## src/rtl/activation_pkg.sv

```systemverilog
// Shared types and constants for the activation stage: activation modes,
// PWL tanh region codes, breakpoints and the region decoder.
package activation_pkg;

    typedef enum logic {
        ACT_RELU = 1'b0,
        ACT_TANH = 1'b1
    } act_type_e;

    typedef enum logic [2:0] {
        R0 = 3'd0,
        R1 = 3'd1,
        R2 = 3'd2,
        R3 = 3'd3,
        R4 = 3'd4
    } tanh_region_e;

    localparam int TANH_BP_NEG_OUTER = -48;
    localparam int TANH_BP_NEG_INNER = -16;
    localparam int TANH_BP_POS_INNER = 16;
    localparam int TANH_BP_POS_OUTER = 48;
    localparam int TANH_SAT          = 32;
    localparam int TANH_INTERCEPT    = 8;

    function automatic tanh_region_e tanh_region(input int x);
        if (x < TANH_BP_NEG_OUTER)      return R0;
        else if (x < TANH_BP_NEG_INNER) return R1;
        else if (x < TANH_BP_POS_INNER) return R2;
        else if (x < TANH_BP_POS_OUTER) return R3;
        else                            return R4;
    endfunction

endpackage

```

## src/rtl/activation_pipe_if.sv

```systemverilog
// Row-stream bundle between the pooling stage, the activation stage and the
// output stage.
interface activation_pipe_if #(
    parameter int DWIDTH       = 8,
    parameter int MAT_MUL_SIZE = 8,
    parameter int MASK_WIDTH   = 8
);

    logic                           in_data_available;
    logic [MAT_MUL_SIZE*DWIDTH-1:0] inp_data;
    logic [MASK_WIDTH-1:0]          validity_mask;
    logic [MAT_MUL_SIZE*DWIDTH-1:0] out_data;
    logic                           out_data_available;
    logic                           done_activation;

    modport master (
        output in_data_available,
        output inp_data,
        output validity_mask,
        input  out_data,
        input  out_data_available,
        input  done_activation
    );

    modport slave (
        input  in_data_available,
        input  inp_data,
        input  validity_mask,
        output out_data,
        output out_data_available,
        output done_activation
    );

endinterface

```

## src/rtl/activation_lane.sv

```systemverilog
// One activation lane: stage 1 captures x, its tanh region, mask and mode;
// stage 2 produces the ReLU / PWL tanh result with mask gating.
module activation_lane
    import activation_pkg::*;
#(
    parameter int DWIDTH = 8
) (
    input  logic              clk,
    input  logic              i_clr,
    input  logic              i_load,
    input  logic              i_fire,
    input  logic [DWIDTH-1:0] i_x,
    input  logic              i_mask,
    input  act_type_e         i_type,
    output logic [DWIDTH-1:0] o_y
);

    localparam logic signed [DWIDTH-1:0] K_SAT  = DWIDTH'(TANH_SAT);
    localparam logic signed [DWIDTH-1:0] K_NSAT = DWIDTH'(-TANH_SAT);
    localparam logic signed [DWIDTH-1:0] K_INT  = DWIDTH'(TANH_INTERCEPT);

    logic signed [DWIDTH-1:0] r_x;
    tanh_region_e             r_region;
    logic                     r_mask;
    act_type_e                r_type;
    logic        [DWIDTH-1:0] r_y;

    tanh_region_e             w_region;
    logic signed [DWIDTH-1:0] w_half;
    logic        [DWIDTH-1:0] w_y_next;

    assign w_region = tanh_region(int'($signed(i_x)));
    assign w_half   = r_x >>> 1;

    // The +/-intercept results are only selected inside R1/R3, where they
    // stay within [-32, 32], so DWIDTH-bit arithmetic never wraps.
    always_comb begin
        w_y_next = '0;
        if (r_mask) begin
            if (r_type == ACT_RELU) begin
                w_y_next = r_x[DWIDTH-1] ? '0 : r_x;
            end else begin
                case (r_region)
                    R0:      w_y_next = K_NSAT;
                    R1:      w_y_next = w_half - K_INT;
                    R2:      w_y_next = r_x;
                    R3:      w_y_next = w_half + K_INT;
                    R4:      w_y_next = K_SAT;
                    default: w_y_next = '0;
                endcase
            end
        end
    end

    always_ff @(posedge clk) begin
        if (i_clr) begin
            r_x      <= '0;
            r_region <= R0;
            r_mask   <= 1'b0;
            r_type   <= ACT_RELU;
            r_y      <= '0;
        end else begin
            if (i_load) begin
                r_x      <= i_x;
                r_region <= w_region;
                r_mask   <= i_mask;
                r_type   <= i_type;
            end
            if (i_fire) begin
                r_y <= w_y_next;
            end
        end
    end

    assign o_y = r_y;

endmodule

```

## src/rtl/activation_pipe.sv

```systemverilog
// Activation stage: per-lane ReLU / PWL tanh in a 2-cycle pipeline, row
// counting with a sticky done flag, and a combinational bypass when disabled.
module activation_pipe
    import activation_pkg::*;
#(
    parameter int DWIDTH       = 8,
    parameter int MAT_MUL_SIZE = 8,
    parameter int MASK_WIDTH   = 8
) (
    input  logic               clk,
    input  logic               reset,
    input  logic               enable_activation,
    input  logic               activation_type,
    activation_pipe_if.slave   bus
);

    localparam int CNT_W = $clog2(MAT_MUL_SIZE) + 1;
    localparam logic [CNT_W-1:0] K_ROWS = CNT_W'(MAT_MUL_SIZE);
    localparam logic [CNT_W-1:0] K_LAST = CNT_W'(MAT_MUL_SIZE - 1);

    logic                           r_v1;
    logic                           r_v2;
    logic [CNT_W-1:0]               r_cnt;
    logic                           r_done;

    logic                           w_clr;
    act_type_e                      w_type;
    logic [MASK_WIDTH-1:0]          w_mask;
    logic [MAT_MUL_SIZE*DWIDTH-1:0] w_y;

    assign w_clr  = reset | ~enable_activation;
    assign w_type = act_type_e'(activation_type);
    assign w_mask = bus.validity_mask;

    for (genvar gi = 0; gi < MAT_MUL_SIZE; gi++) begin : g_lane
        activation_lane #(
            .DWIDTH (DWIDTH)
        ) u_lane (
            .clk    (clk),
            .i_clr  (w_clr),
            .i_load (bus.in_data_available),
            .i_fire (r_v1),
            .i_x    (bus.inp_data[gi*DWIDTH +: DWIDTH]),
            .i_mask (w_mask[gi]),
            .i_type (w_type),
            .o_y    (w_y[gi*DWIDTH +: DWIDTH])
        );
    end

    always_ff @(posedge clk) begin
        if (w_clr) begin
            r_v1   <= 1'b0;
            r_v2   <= 1'b0;
            r_cnt  <= '0;
            r_done <= 1'b0;
        end else begin
            r_v1 <= bus.in_data_available;
            r_v2 <= r_v1;
            if (r_v2 && (r_cnt != K_ROWS)) begin
                r_cnt <= r_cnt + 1'b1;
            end
            if (r_v2 && (r_cnt == K_LAST)) begin
                r_done <= 1'b1;
            end
        end
    end

    always_comb begin
        bus.out_data           = w_y;
        bus.out_data_available = r_v2;
        bus.done_activation    = r_done;
        if (!enable_activation) begin
            bus.out_data           = bus.inp_data;
            bus.out_data_available = bus.in_data_available;
            bus.done_activation    = 1'b1;
        end
    end

endmodule

```

## src/flat_wrapper.sv

```systemverilog
// flat-port wrapper written by rule: the top's interface ports become plain ports
module activation_pipe_flat import activation_pkg::*;
#(
    parameter int DWIDTH       = 8,
    parameter int MAT_MUL_SIZE = 8,
    parameter int MASK_WIDTH   = 8
)
  (clk, reset, enable_activation, activation_type, bus_in_data_available, bus_inp_data, bus_validity_mask, bus_out_data, bus_out_data_available, bus_done_activation);
  activation_pipe_if #(.DWIDTH(DWIDTH), .MAT_MUL_SIZE(MAT_MUL_SIZE), .MASK_WIDTH(MASK_WIDTH)) bus_i ();
  input  logic clk;
  input  logic reset;
  input  logic enable_activation;
  input  logic activation_type;
  input wire logic [$bits(bus_i.in_data_available)-1:0] bus_in_data_available;
  input wire logic [$bits(bus_i.inp_data)-1:0] bus_inp_data;
  input wire logic [$bits(bus_i.validity_mask)-1:0] bus_validity_mask;
  output wire logic [$bits(bus_i.out_data)-1:0] bus_out_data;
  output wire logic [$bits(bus_i.out_data_available)-1:0] bus_out_data_available;
  output wire logic [$bits(bus_i.done_activation)-1:0] bus_done_activation;
  assign bus_i.in_data_available = bus_in_data_available;
  assign bus_i.inp_data = bus_inp_data;
  assign bus_i.validity_mask = bus_validity_mask;
  assign bus_out_data = bus_i.out_data;
  assign bus_out_data_available = bus_i.out_data_available;
  assign bus_done_activation = bus_i.done_activation;
  activation_pipe #(.DWIDTH(DWIDTH), .MAT_MUL_SIZE(MAT_MUL_SIZE), .MASK_WIDTH(MASK_WIDTH)) u_core (.clk(clk), .reset(reset), .enable_activation(enable_activation), .activation_type(activation_type), .bus(bus_i));
endmodule
```

## config.mk

```make
export PLATFORM = sky130hd
export DESIGN_NAME = activation_pipe_flat
export DESIGN_NICKNAME = d
export VERILOG_FILES = /design/src/rtl/activation_pkg.sv /design/src/rtl/activation_pipe_if.sv /design/src/rtl/activation_lane.sv /design/src/rtl/activation_pipe.sv /design/src/flat_wrapper.sv
export SDC_FILE = /design/constraint.sdc
export NUM_CORES = 1
export LEC_CHECK = 0
export CAP_MARGIN = 5
export CORE_MARGIN = 1.5
export CORE_UTILIZATION = 51
export DETAILED_ROUTE_END_ITERATION = 8
export PLACE_DENSITY = 0.76
export SKIP_LAST_GASP = 1
export SLEW_MARGIN = 0
export SYNTH_ARGS = -nofsm -noshare
export SYNTH_HDL_FRONTEND = slang
export SYNTH_SLANG_ARGS = --single-unit
```

## constraint.sdc

```tcl
create_clock -name clk -period 2.9 [get_ports clk]
set_clock_uncertainty 0.15 [all_clocks]
set_input_delay 0.58 -clock clk [delete_from_list [all_inputs] [get_ports clk]]
set_output_delay 0.58 -clock clk [all_outputs]
set_load 0.02 [all_outputs]
```

==> results of run 1 <==
## layout make-up
class | count | area share
Tap cell | 225 | 0.0247
Clock inverter | 11 | 0.00855
Inverter | 34 | 0.0112
Sequential cell | 168 | 0.295
Multi-Input combinational cell | 725 | 0.464
Timing Repair Buffer | 184 | 0.156
Clock buffer | 21 | 0.0403
## synthesized netlist by cell type, types with 3 or more instances
library cell and n:
a21o_1 14, nor4bb_1 5, nand2b_1 13, a211o_1 9, dfxtp_1 168, o211a_1 5, xnor2_1 18, o22a_1 10
and3_1 3, and4b_1 4, nand3b_1 6, o22ai_1 3, o221ai_1 6, nor2b_1 5, or4_1 7, a31oi_1 8
o21ai_1 9, mux2i_1 76, o21ai_0 21, fa_1 8, and3b_1 10, mux2_2 64, nand2_1 49, a311oi_1 8
ha_1 34, clkbuf_1 17, a211oi_1 3, inv_1 32, o211ai_1 12, buf_1 3, a2111oi_0 6, a21oi_1 59
a222oi_1 25, buf_2 33, nor2_1 135, nor3_1 8, a22oi_1 16, and4_4 4, nand3_1 32, xor2_1 8
nand4_1 11
## routing by layer
layer / wire length [um] / GRT usage
met5: 0 / 0
met4: 361 / 0.0745
met3: 1380 / 0.0552
met2: 10700 / 0.407
met1: 10300 / 0.325
## logic make-up after synthesis
logic type      Yosys count  share of synthesized area
compound gates          217                      0.168
xor+xnor                 26                     0.0252
fa+ha+maj                42                     0.0648
buf+inv                  88                     0.0416
flops                   168                      0.372
mux                     140                      0.164
simple gates            300                      0.164
## stage by stage
step                      setup WS, ns  hold slack (ns)
after floorplan                  0.561            0.270
after global placement           0.245            0.300
after detailed placement         0.211            0.303
after CTS                        0.202            0.314
after global routing             0.171            0.337
final                            0.171            0.310
## state kept, by name, indices dropped and copies added, names as in the netlist
name / flops
u_core.g_lane.u_lane.o_y: 64
u_core.g_lane.u_lane.r_mask: 8
u_core.g_lane.u_lane.r_region: 24
u_core.g_lane.u_lane.r_type: 1
u_core.g_lane.u_lane.r_x: 64
u_core.r_cnt: 4
u_core.r_done: 1
u_core.r_v1: 1
u_core.r_v2: 1
## worst min path at each step
stage,slack [ns],depth (start not counted),from,end
after floorplan,0.27,2,u_core.g_lane[0].u_lane.o_y[5],u_core.g_lane[0].u_lane.o_y[5]
after global placement,0.30,2,u_core.g_lane[4].u_lane.o_y[7],u_core.g_lane[4].u_lane.o_y[7]
after CTS,0.31,2,u_core.g_lane[1].u_lane.o_y[5],u_core.g_lane[1].u_lane.o_y[5]
final,0.31,2,u_core.g_lane[1].u_lane.o_y[5],u_core.g_lane[1].u_lane.o_y[5]
after global routing,0.34,2,u_core.g_lane[1].u_lane.o_y[5],u_core.g_lane[1].u_lane.o_y[5]
after detailed placement,0.30,2,u_core.g_lane[1].u_lane.o_y[5],u_core.g_lane[1].u_lane.o_y[5]
## power breakdown
part,switching [mW],total [mW],internal (mW)
Combinational,0.383,0.787,0.404
Clock,0.912,2.14,1.23
Sequential,0.0574,2.41,2.35
Total,1.35,5.34,3.98
## critical path: stages
cell and delay (ns):
clkdlybuf4s50_1 0.62, mux2_2 0.21, clkdlybuf4s50_1 0.59
==> run_results.csv, run 1 <==
group,metric,value,unit
power,total_power,5.34,mW
power,leakage,4.49,nW
place,dpl.cell_count,1336,
detailed_routing,drt_wl_total,22700,um
clock_tree,cts_sinks,168,
run_status,status,"complete, no violations",
clock_tree,clock_path_buffers,2,
setup_path,crit_end,"bus_out_data[45]",
clock_tree,post-cts-setup-buffers,0,
synthesis,synth.distinct_cells,51,
power,power_density,467,nW/um^2
synthesis,netlist_area,9030,um^2
sta,drv_slew,0,
place,gp_congestion,0.889,
synthesis,yosys_warnings,0,
die,dieWidth,136,um
cells_and_area,final_cell_count_no_fill,1368,
clock_tree,cts_max_level,4,
cells_and_area,fill_cells,1426,
setup_path,worstSetupEndpointType,"primary output",
global_route,grt_pass1_wl,37000,um
die,core,17300,um^2
clock_tree,ctsResizeCount,0,
synthesis,async_flop_share,0,
clock_tree,cts_made_buffers,17,
setup_path,rr_worst_depth,5,
synthesis,syn_inst,981,
detailed_routing,drc,0,
sta,max_slew_margin,0.526,
global_route,grt_usage,0.248,
detailed_routing,avgRoutedWirePerCell,16.6,um
hold_path,hp-class,"reg -> reg",
clock_tree,cts_hold_buf,0,
die,std_cell_rows,48,
cells_and_area,final_cell_mix,"dfxtp_1 (167), clkdlybuf4s50_1 (140), nor2_1 (135), mux2i_1 (76), mux2_2 (64)",
sta,hold_viol,0,
power,peakVddDrop,0.409,mV
setup_path,r2r_start,"u_core.g_lane[4].u_lane.r_region[0]",
cells_and_area,fin_area,11400,um^2
cells_and_area,layout.nets,1249,
job,cap_violations,0,
synthesis,synth_top_area_frac,0.372,
die,die_area,18500,um^2
setup_path,path_class,"in -> out",
place,hpwl,15600,um
synthesis,synth_area_leaders,"dfxtp_1 (37%), mux2i_1 (8.4%), mux2_2 (8.0%)",
sta,tns,0,ns
clock_tree,tritoncts,"yes",
clock_tree,clk_pin_slew,0.07,ns
synthesis,ys_ff_latch,168,
synthesis,yosys.area.top_type,"dfxtp_1",
detailed_routing,detail-route-antenna-nets,0,
die,io_pins,143,
setup_path,crit_start,"bus_inp_data[45]",
place,placed_area,10900,um^2
setup_path,r2r_slack,0.56,ns
setup_path,reg2reg_to,"u_core.g_lane[4].u_lane.o_y[7]",
cells_and_area,regArea,3360,um^2
setup_path,required,2.17,ns
place,port_buffers,142,
sta,grt_setup_unrepaired,"false",
global_route,grt_pass1_vias,7499,
sta,layout_min_cycle_time,2.73,ns
synthesis,avgSynthCellArea,9.21,um^2
global_route,overflow,0,
detailed_routing,dr.pass1.iters,7,
cells_and_area,drive_above_1_share,0.129,
clock_tree,clock_insertion_delay_worst_skew,0.43,ns
setup_path,worstSetupStartpointType,"input pin",
setup_path,crit_arrival,2.00,ns
sta,min_period_over_period,0.941,
cells_and_area,antenna_cells,0,
die,die_y,136,um
global_route,antenna_found_initial,0,
global_route,grt_max_degree,98,
sta,tightest_slew,0.709,ns
cells_and_area,multiInputGateArea,5300,um^2
clock_tree,clockRootBuffer,"clkbuf_16",
sta,setup_viol,0,
sta,max_clock_freq,0.366,GHz
synthesis,ys_seq_area_frac,0.372,
setup_path,crit_fanout,6,
detailed_routing,vias,7937,
cells_and_area,syn2layout_area_growth,26.4,%
detailed_routing,drt_iter0_drc,577,
detailed_routing,via_per_inst,5.80,
cells_and_area,layout_commonest_cell,"dfxtp_1",
cells_and_area,utilization,0.660,
synthesis,synth_fp_nets,1100,
synthesis,synth-edff-count,0,
synthesis,synthFlopType,"dfxtp_1",
die,initial_core_util,0.522,
No activity file was read; power rests on OpenSTA's default activity.
==> inputs of run 2 (changes only) <==
- SYNTH_HIERARCHICAL: default -> 1
==> run 2 against run 1 <==
Cell count up 6.3%. Wire length down 3.2%. Critical path depth stayed put. Via count is 1.4% higher. Largest cell class unchanged.
==> run_results.csv, run 2 <==
group,metric,value,unit
run_status,status,"complete, no violations",
clock_tree,clock_path_buffers,2,
clock_tree,clock_insertion_delay_worst_skew,0.42,ns
global_route,grt_usage,0.230,
setup_path,crit_chain,"clkdlybuf4s50_1 -> mux2_2 -> clkdlybuf4s50_1",
power,sw_frac_of_total,0.254,
clock_tree,clockRootBuffer,"clkbuf_16",
synthesis,synth_fp_nets,1161,
die,die_area,19300,um^2
setup_path,path_class,"in -> out",
clock_tree,post-cts-setup-buffers,0,
hold_path,hp-class,"reg -> reg",
synthesis,netlist_area,9420,um^2
sta,setup_viol,0,
place,post-place-ws,0.182,ns
setup_path,crit_start,"bus_inp_data[4]",
sta,drv_slew,0,
setup_path,worstSetupStartpointType,"input pin",
setup_path,r2r_start,"u_core/g_lane[7].u_lane/r_region[2]",
clock_tree,tritoncts,"yes",
sta,layout_min_cycle_time,2.70,ns
place,placed_area,11300,um^2
synthesis,synth_most_common_cell,"dfxtp_1",
setup_path,required,2.17,ns
detailed_routing,drt_iter0_drc,360,
synthesis,async_flop_share,0,
power,leakage,4.59,nW
power,p_int,4.24,mW
clock_tree,ctsResizeCount,0,
power,switching_power,1.44,mW
cells_and_area,drive_above_1_share,0.127,
clock_tree,cts_sinks,175,
die,core,18000,um^2
setup_path,crit_path_max_incr_delay,0.60,ns
sta,setup_slack,0.195,ns
power,peakVddDrop,0.388,mV
die,die_y,139,um
setup_path,crit_fanout,6,
power,total_power,5.68,mW
detailed_routing,avgRoutedWirePerCell,15.1,um
sta,tightest_slew,0.741,ns
detailed_routing,detail-route-antenna-nets,0,
synthesis,syn_inst,1042,
synthesis,yosys_warnings,6,
clock_tree,cts_max_level,4,
sta,finalHoldWorstSlack,0.300,ns
detailed_routing,dr.pass1.iters,6,
synthesis,ys_seq_area_frac,0.372,
synthesis,synth_top_area_frac,0.372,
synthesis,avgSynthCellArea,9.04,um^2
cells_and_area,fill_cells,1506,
global_route,grt_max_degree,114,
global_route,overflow,0,
sta,min_period_over_period,0.933,
detailed_routing,drt_wl_total,22000,um
synthesis,yosys.area.top_type,"dfxtp_1",
place,port_buffers,142,
cells_and_area,antenna_cells,0,
cells_and_area,layout_commonest_cell,"dfxtp_1",
place,gp_congestion,0.866,
detailed_routing,drc,0,
hold_path,min-delay-start,"u_core/g_lane[2].u_lane/o_y[1]",
sta,grt_setup_unrepaired,"false",
job,cap_violations,0,
place,dpl.cell_count,1422,
global_route,grt_pass1_vias,7827,
cells_and_area,multiInputGateArea,5570,um^2
clock_tree,cts_hold_buf,0,
cells_and_area,final_cell_count_no_fill,1454,
global_route,antenna_found_initial,1,
cells_and_area,fin_area,11900,um^2
sta,tns,0,ns
cells_and_area,regArea,3500,um^2
die,initial_core_util,0.522,
cells_and_area,syn2layout_area_growth,26.8,%
synthesis,synth_area_leaders,"dfxtp_1 (37%), mux2i_1 (8.5%), nor2_1 (5.4%)",
sta,hold_viol,0,
clock_tree,clk_pin_slew,0.07,ns
setup_path,worstSetupEndpointType,"primary output",
clock_tree,cts_made_buffers,17,
power,power_frac_comb,0.143,
power,pwr-share-clk,0.415,
power,seq_power_share,0.442,
synthesis,synthFlopType,"dfxtp_1",
sta,max_slew_margin,0.506,
synthesis,ys_ff_latch,175,
cells_and_area,layout.nets,1331,
global_route,grt_pass1_wl,37200,um
setup_path,cp_slowest_cell,"clkdlybuf4s50_1",
power,power_density,476,nW/um^2
detailed_routing,via_per_inst,5.54,
setup_path,crit_family,"buffers and inverters",
cells_and_area,utilization,0.662,
setup_path,crit_arrival,1.97,ns
place,hpwl,15600,um
setup_path,cp_num_buf_inv,2,
sta,max_clock_freq,0.370,GHz
synthesis,synth_common_cells,"dfxtp_1 (175), nor2_1 (135), nand2_1 (98), mux2i_1 (80), a21oi_1 (45)",
setup_path,path_common_cell,"clkdlybuf4s50_1",
synthesis,synth.distinct_cells,49,
detailed_routing,vias,8052,
cells_and_area,final_cell_mix,"dfxtp_1 (175), clkdlybuf4s50_1 (140), nor2_1 (135), nand2_1 (98), mux2i_1 (80)",
die,std_cell_rows,49,
die,io_pins,143,
synthesis,synth-edff-count,0,
die,dieWidth,139,um
## run 2: cell families after synthesis
family / after synthesis / share of synthesized area
compound gates: 229 / 0.166
xor+xnor: 25 / 0.0233
fa+ha+maj: 42 / 0.0622
buf+inv: 74 / 0.0365
flops: 175 / 0.372
mux: 145 / 0.163
simple gates: 352 / 0.177
## run 2: layout make-up
type / count / share of cell area
Clock buffer: 17 / 0.0356
Timing Repair Buffer: 185 / 0.152
Multi-Input combinational cell: 793 / 0.466
Sequential cell: 175 / 0.294
Inverter: 40 / 0.0128
Tap cell: 229 / 0.0240
Clock inverter: 15 / 0.0153
## run 2: tightest hold or removal path, stage by stage, from the launching register on
cell and delay, ns:
dfxtp_1 0.31, nand2_1 0.05, o21ai_1 0.05
## run 2: power groups by stage
stage,logic [mW],registers [mW],clock network [mW]
6_report,0.812,2.51,2.36
3_5_place_dp,0.810,2.57,0
3_3_place_gp,0.797,2.56,0
2_1_floorplan,0.456,2.55,0
4_1_cts,0.817,2.51,2.39
5_1_grt,0.884,2.52,2.51
## run 2: path summary, 6_finish.rpt
path / end / slack (ns) / depth (start not counted)
setup / recovery: bus_out_data[4] / 0.20 / 3
hold / removal: u_core/g_lane[2].u_lane/o_y[1] / 0.30 / 2
setup reg to reg: u_core/g_lane[7].u_lane/o_y[7] / 0.80 / 5
hold reg to reg: u_core/g_lane[2].u_lane/o_y[1] / 0.30 / 2
## run 2: routing by layer
metal	routed length (um)	vias up	share of wire	track usage
li1	-	4058	-	-
met1	10300	3827	0.47	0.293
met2	10700	154	0.49	0.399
met3	758	13	0.035	0.0366
met4	173	0	0.0079	0.0707
met5	0	-	0	0
==> inputs of run 3 (changes only) <==
- HOLD_SLACK_MARGIN: default -> 0.05
==> results of run 3 <==
The final DEF is identical to that of run 2; final timing and power are the same.
